[src/rtl/vga_timing_ctrl.sv]
// vga_timing_ctrl: sequences the pixel timer and turns its counters into registered VGA timing outputs
// Ports: clk/n_rst (async active-low); start/stop run control; pixel_clk, counter_out_col/row,
// flag_col/flag_row from the timer; timer_s_rst/timer_enable to the timer; hsync, vsync, video_on,
// pix_x, pix_y, frame_start, busy, frame_count, range_err to the display datapath.
module vga_timing_ctrl #(
  parameter int   H_ACTIVE = 640,
  parameter int   H_FP     = 16,
  parameter int   H_SYNC   = 96,
  parameter int   H_BP     = 48,
  parameter int   V_ACTIVE = 480,
  parameter int   V_FP     = 10,
  parameter int   V_SYNC   = 2,
  parameter int   V_BP     = 33,
  parameter logic SYNC_POL = 1'b0
) (
  input  logic       clk,
  input  logic       n_rst,
  input  logic       start,
  input  logic       stop,
  input  logic       pixel_clk,
  input  logic [9:0] counter_out_col,
  input  logic [9:0] counter_out_row,
  input  logic       flag_col,
  input  logic       flag_row,
  output logic       timer_s_rst,
  output logic       timer_enable,
  output logic       hsync,
  output logic       vsync,
  output logic       video_on,
  output logic [9:0] pix_x,
  output logic [9:0] pix_y,
  output logic       frame_start,
  output logic       busy,
  output logic [7:0] frame_count,
  output logic       range_err
);
  localparam int H_TOTAL = H_ACTIVE + H_FP + H_SYNC + H_BP;
  localparam int V_TOTAL = V_ACTIVE + V_FP + V_SYNC + V_BP;
  localparam logic [1:0] IDLE  = 2'd0;
  localparam logic [1:0] CLEAR = 2'd1;
  localparam logic [1:0] RUN   = 2'd2;
  logic [1:0] r_state, w_next;
  logic       r_stop_pending;
  int         w_col, w_row;
  logic       w_pix, w_bad, w_err, w_hs, w_vs, w_vo, w_blank;
  assign w_col = int'(counter_out_col);
  assign w_row = int'(counter_out_row);
  always_comb begin
    w_next  = (r_state == IDLE)  ? (start ? CLEAR : IDLE) :
              (r_state == CLEAR) ? RUN :
              (r_state == RUN)   ? ((flag_row && (r_stop_pending || stop)) ? IDLE : RUN) : IDLE;
    w_pix   = (r_state == RUN) && pixel_clk;
    w_bad   = (w_col >= H_TOTAL) || (w_row >= V_TOTAL);
    // flag_col is redundant with the column count; any disagreement means the timer is misbehaving
    w_err   = w_bad || (flag_col != (w_col == H_TOTAL - 1));
    w_hs    = !w_bad && (w_col >= H_ACTIVE + H_FP) && (w_col < H_ACTIVE + H_FP + H_SYNC);
    w_vs    = !w_bad && (w_row >= V_ACTIVE + V_FP) && (w_row < V_ACTIVE + V_FP + V_SYNC);
    w_vo    = (w_col < H_ACTIVE) && (w_row < V_ACTIVE);
    // outputs go dark outside RUN and on the clk that leaves RUN
    w_blank = (r_state != RUN) || (w_next == IDLE);
  end
  assign timer_s_rst  = (r_state != RUN);
  assign timer_enable = (r_state == RUN);
  always_ff @(posedge clk or negedge n_rst) begin
    if (!n_rst) begin
      r_state        <= IDLE;
      r_stop_pending <= 1'b0;
      busy           <= 1'b0;
      hsync          <= ~SYNC_POL;
      vsync          <= ~SYNC_POL;
      video_on       <= 1'b0;
      pix_x          <= '0;
      pix_y          <= '0;
      frame_start    <= 1'b0;
      frame_count    <= '0;
      range_err      <= 1'b0;
    end else begin
      r_state     <= w_next;
      busy        <= (w_next != IDLE);
      frame_start <= w_pix && !w_blank && (w_col == 0) && (w_row == 0);
      if (r_state == CLEAR) begin
        frame_count    <= '0;
        range_err      <= 1'b0;
        r_stop_pending <= 1'b0;
      end else if (r_state == RUN) begin
        if (stop) r_stop_pending <= 1'b1;
        if (flag_row) frame_count <= frame_count + 8'd1;
        if (w_pix && w_err) range_err <= 1'b1;
      end
      if (w_blank) begin
        hsync    <= ~SYNC_POL;
        vsync    <= ~SYNC_POL;
        video_on <= 1'b0;
        pix_x    <= '0;
        pix_y    <= '0;
      end else if (w_pix) begin
        hsync    <= w_hs ? SYNC_POL : ~SYNC_POL;
        vsync    <= w_vs ? SYNC_POL : ~SYNC_POL;
        video_on <= w_vo;
        pix_x    <= w_vo ? counter_out_col : '0;
        pix_y    <= w_vo ? counter_out_row : '0;
      end
    end
  end
endmodule

[config.mk]
export PLATFORM = sky130hd
export DESIGN_NAME = vga_timing_ctrl
export DESIGN_NICKNAME = d
export VERILOG_FILES = /design/src/rtl/vga_timing_ctrl.sv
export SDC_FILE = /design/constraint.sdc
export NUM_CORES = 1
export LEC_CHECK = 0
export CAP_MARGIN = 20
export CORE_ASPECT_RATIO = 0.8
export CORE_UTILIZATION = 40
export DETAILED_ROUTE_END_ITERATION = 7
export MAX_ROUTING_LAYER = met4
export PLACE_DENSITY = 0.85
export SETUP_SLACK_MARGIN = 0.02
export SYNTH_ARGS = -nofsm -noshare
export SYNTH_HDL_FRONTEND = slang
export SYNTH_SLANG_ARGS = --single-unit
export TNS_END_PERCENT = 10
[constraint.sdc]
create_clock -name clk -period 1.7 [get_ports clk]
set_clock_uncertainty 0.2 [all_clocks]
set_input_delay 0.255 -clock clk [delete_from_list [all_inputs] [get_ports clk]]
set_output_delay 0.255 -clock clk [all_outputs]
set_load 0.05 [all_outputs]
== After elaboration in Yosys (flattened, before gate mapping) ==
Cells that the tools add are included.
Storage, ports and cells
  register bits: 37
  input bits: 27
Operators by class
  $add $sub $neg: 1
  order comparisons: 8
  equality and inequality tests: 5
  multiplexer cells: 28
  reductions and logical operators: 30
Operator list (count)
  32-bit logical NOT: 2
  10-bit two-way mux: 6
  10-bit >= comparator (second input constant): 3
  8-bit two-way mux: 3
  10-bit less-than comparator (second input constant): 2
  10-bit by 9-bit less-than comparator with 1-bit output (second input constant): 2
  1-bit two-way mux: 15
  2-bit nonzero test: 6
  1-bit logical AND: 11
  10-bit by 9-bit == test with 1-bit output (second input constant): 1
  10-bit by 9-bit >= comparator with 1-bit output (second input constant): 1
  8-bit by 1-bit adder with 8-bit output (second input constant): 1
  2-bit two-way mux: 4
  2-bit AND reduction: 3
  2-bit logical NOT: 2
  1-bit logical OR: 4
  2-bit by 1-bit == test with 1-bit output (second input constant): 1
  2-bit == test (second input constant): 1
  1-bit logical NOT: 2
  2-bit inequality test (second input constant): 1
  1-bit inequality test: 1

== Logic depth before layout (Yosys ltp) ==
  depth after elaboration: 12
  mapped depth: 7
  gate-level depth less buffers: 6

== Least setup slack after synthesis ==
No wires, ideal clock.
  path type: register to register
  from: reg r_state[1]
  to: reg frame_count[7]
  arrival: 1.496 ns
  required time: 1.372 ns
  setup slack: -0.125 ns
  stages on the path, launching flop included: 7
  period minus slack after synthesis: 1.825 ns
  cell sequence: dfrtp_1 inv_1 ha_1 o211ai_1 nor4_1 xnor2_1 nor2_1
Between the ends
  word-level cells in the longest chain between the ends: 3
RTL lines
  start: declaration: line 42  | logic [1:0] r_state, w_next;
  start signal: assignment: line 78  | r_state <= w_next;
  2-bit by 1-bit == test with 1-bit output / 2-bit == test (equally long branches): line 81, 85
  2-bit nonzero test (no source line)
  2-bit AND reduction (no source line)
  end signal: assignment: line 87  | if (flag_row) frame_count <= frame_count + 8'd1;
  end: declaration: line 34  | output logic [7:0] frame_count,
Several ways; a longest one is shown, not always the timed one.
A chain may end at the register's enable or synchronous reset.

== Final worst setup path ==
  from: reg r_state[0]
  to: reg frame_count[7]
Same word-level chain as after synthesis.

==> results list <==
* Status: complete, but fails checks
- Violated checks: setup timing
- Simple-gate share of the synthesized area: a little over a fifth
* Die outline height: 61.2 um
* Count of antenna-violating nets left after detailed routing: 0
- Sequential share of the synthesized area: 53.0%
- Power spread over the standard cell area amounts to approximately 930 mW/mm2.
- The root buffer cell chosen for the clock tree is clkbuf_8.
- Final design utilization: 77.4%
- RSZ-0062 raised after global routing: true
- Register area: 928 um2
* Antenna violations before repair: 0
- Class of the tightest hold or removal check: in -> async
- From left edge to right edge, the die measures about 76 um.
* Depth of the CTS H-tree: 2
- In the final design database the tool counted approximately 300 nets.
- Detailed placement ended at an HPWL of 3.74 mm.
- Multi-input gate area: roughly 900 um2
- FF+latch count, synth: 37
* Most used standard cells in the synthesized netlist: dfrtp_1, nor2_1, a22oi_1, inv_1
- Measured against its own limit, the worst slew margin works out to 71.4%.
- Crit. End Element: flop
- In this run, synthesis inferred 0 flip-flops with an integrated enable.
- Worst reg2reg path depth: 6
- Max Freq: 525 MHz
- At the worst endpoint, the arrival time is 1.88 ns.
* RR Endpoint: frame_count[7]
* Hold Vio Cnt, Final: 0
- Fraction of layout instances using a drive strength above 1: a little over two fifths
* Destination of the critical timing path: frame_count[7]
* Clock insertion delay at the later pin of the skew report: roughly 0.30 ns
- Async set-or-reset flop fraction in the synthesized netlist: 100%
- Dividing the detail-routed via count by the number of cells gives 5.50.
- In this run the deepest clock path goes through 2 buffers.
- The area growth from synthesis to layout is 85.7%.
- The floorplan step defined a core boundary enclosing 0.00420 mm2.
- Share of synthesized cell area in full adder, half adder and majority cells: under 10%
- First-pass GRT wire length: between 8 and 9 mm
- Worst setup slack for register-to-register paths: -0.21 ns
- Clock tree sinks: 37
* Synthesized instance count: 171
* Port Buf Inserts: 62
- Summed over all cells, the static leakage comes to between 1 and 1.5 nW.
* Largest net degree at the start of global routing: 25
* Area share of the leading cell type in the synthesized netlist: about half
- Clk slew on worst S/H paths: about 0.07 ns
- Compound-Gate Fraction of Synth Area: 16.1%
- Max cap viols: 0
* Measured slew at the worst slew-check pin: 0.429 ns
- STA classifies the critical path startpoint as a flop.
* Cell area after synthesis: 0.00175 mm2
* XOR/XNOR share of the synthesized area: 2.50%
- The most common cell in the synthesized netlist is dfrtp_1.
- The number of global-route vias before repair is 1690.
- The die covers 0.00465 mm2.
- The filler cells instantiated in the layout total 267.
* Number of setup violations in the final report: 10
- Multiplexer fraction of the synthesized cell area: 0.642%
- Top-level I/O count: 63
- Iter 0 DRT Violations: 145
- After layout, the worst path uses 112% of the clock period.
- Overflow after GRT: 0
- The critical path is of the reg -> reg type.
- The number of antenna diodes in the final layout is 0.
- RR Startpoint: r_state[0]
- Of all cell types, the one taking the most synthesized area is dfrtp_1.
- DRT Wirelength: 5.51 mm
- The most used flip-flop cell after synthesis is dfrtp_1.
- Length of the first detailed-routing pass in iterations: 5
- Effective utilization at floorplan: around two fifths
* Cell area after layout: 0.00326 mm2
* Mean cell area of the mapped netlist: 10.3 um2
- The number of pins with negative max-slew slack in the final report was 0.
- Total clock buffers created by CTS: 5
- Total placed instance area: 0.00301 mm2
- Synthesis produced a netlist with a net count of 202.
- Along the worst path, the maximum fanout reaches 4.
* Required time at the endpoint of the critical path: 1.68 ns
* Clock period minus final worst setup slack: 1.91 ns
- Synthesis instantiated 43 different standard cells from the library.
* DR vias: 1775
- For this run, design rule violations remaining after detail routing come to 0.
* Synth warn: 0
- After synthesis, the largest family of logic cells by area is simple AND/OR/NAND/NOR gates.
* GRT Total Usage: 24.8%
- At the end of routability-driven placement, the weighted congestion stood at about 0.87.
* CTS tree: done
- The floorplan has 21 rows.
* Origin of the worst setup path: r_state[0]
- Worst path setup slack after routing: -0.205 ns
- IR drop worst, VDD: 0.790 mV
* Routed len/inst: ~17 um
- Top post-synthesis cells by area: dfrtp_1, a22oi_1, nor2_1, dfstp_2, ha_1
## sequential cells by signal (all words and copies together), names as in the netlist
signal	flops
frame_start	1
hsync	1
r_stop_pending	1
busy	1
vsync	1
r_state	2
frame_count	8
pix_x	10
range_err	1
video_on	1
pix_y	10
## worst max-delay path, cell delays in order, from the launching register on
cell and delay (ns):
dfrtp_1 0.43, inv_2 0.08, ha_4 0.27, o211ai_1 0.17, nor4_2 0.37, xnor2_1 0.19
nor2_1 0.08
## logic make-up after synthesis
kind of cell | count (synthesis)
flip-flops | 37
buffers and inverters | 15
multiplexers | 1
AND/OR/NAND/NOR | 70
AO/OA/AOI/OAI | 39
adder cells (fa/ha/maj) | 4
XOR/XNOR | 5
## where the power goes
group	total (mW)	leakage (nW)	switching (mW)	internal, mW
registers	1.06	0.498	0.0950	0.965
logic	1.29	0.849	0.690	0.599
clock network	0.687	0.0542	0.320	0.366
total	3.04	1.40	1.11	1.93
## final cells by class
type                    count  area share [%]
well taps                  57            2.19
flip-flops and latches     37            28.5
clock inverters             1           0.154
clock buffers               7            2.96
multi-input cells         119            27.6
repair buffers             93            37.5
inverters                   9            1.04
## per-layer routing
| metal | GRT usage (%) | wire (um) |
|---|---|---|
| met1 | 29.9 | 2270 |
| met2 | 40.3 | 2730 |
| met3 | 5.63 | 356 |
| met4 | 12.9 | 150 |
| met5 | - | 0 |
## through the flow
stage	hold slack, ns	setup WS (ns)	total power, mW	std cells	TNS [ns]
2_1_floorplan	-0.241	-0.0948	1.62	171	-1.53
3_3_place_gp	0.000867	-0.607	2.22	313	-13.04
3_5_place_dp	0.0227	-0.686	2.26	313	-14.50
4_1_cts	0.243	-0.0841	2.98	323	-0.441
5_1_grt	0.284	-0.239	3.16	323	-1.50
6_report	0.233	-0.205	3.04	323	-0.913
## how the worst min path moves through the flow
stage	start	end	slack, ns	cells after the start
after CTS	n_rst	pix_x[2]	0.24	2
after floorplan	n_rst	busy	-0.24	0
final	n_rst	pix_x[6]	0.23	2
after detailed placement	n_rst	pix_y[9]	0.02	1
after global placement	n_rst	pix_y[9]	0.0009	1
after global routing	n_rst	pix_x[6]	0.28	2
## timing repair
action                                 4_1_cts  5_1_grt
endpoints found under the hold margin       16        0
setup buffers                                1        0
setup endpoints to repair                   32       14
resized for setup                           16       16
pin swaps                                    7       12
hold buffers                                 1        0
## cell usage in the layout (no fill, tap or decap), types with 2 or more instances in the layout
cell / count
nor2_1: 22
dfstp_2: 2
dlygate4sd2_1: 2
nand3_1: 4
buf_4: 29
nor3_1: 3
a21oi_1: 4
a31oi_1: 2
a22oi_1: 19
or4_4: 2
nand2_1: 6
clkbuf_8: 7
nor2_2: 7
inv_1: 6
and3_1: 2
nor3_4: 4
dfrtp_1: 35
clkdlybuf4s50_1: 23
xnor2_1: 5
buf_12: 37
inv_2: 3
ha_4: 3
o21ai_0: 4
(Power assumes the default switching activity.)
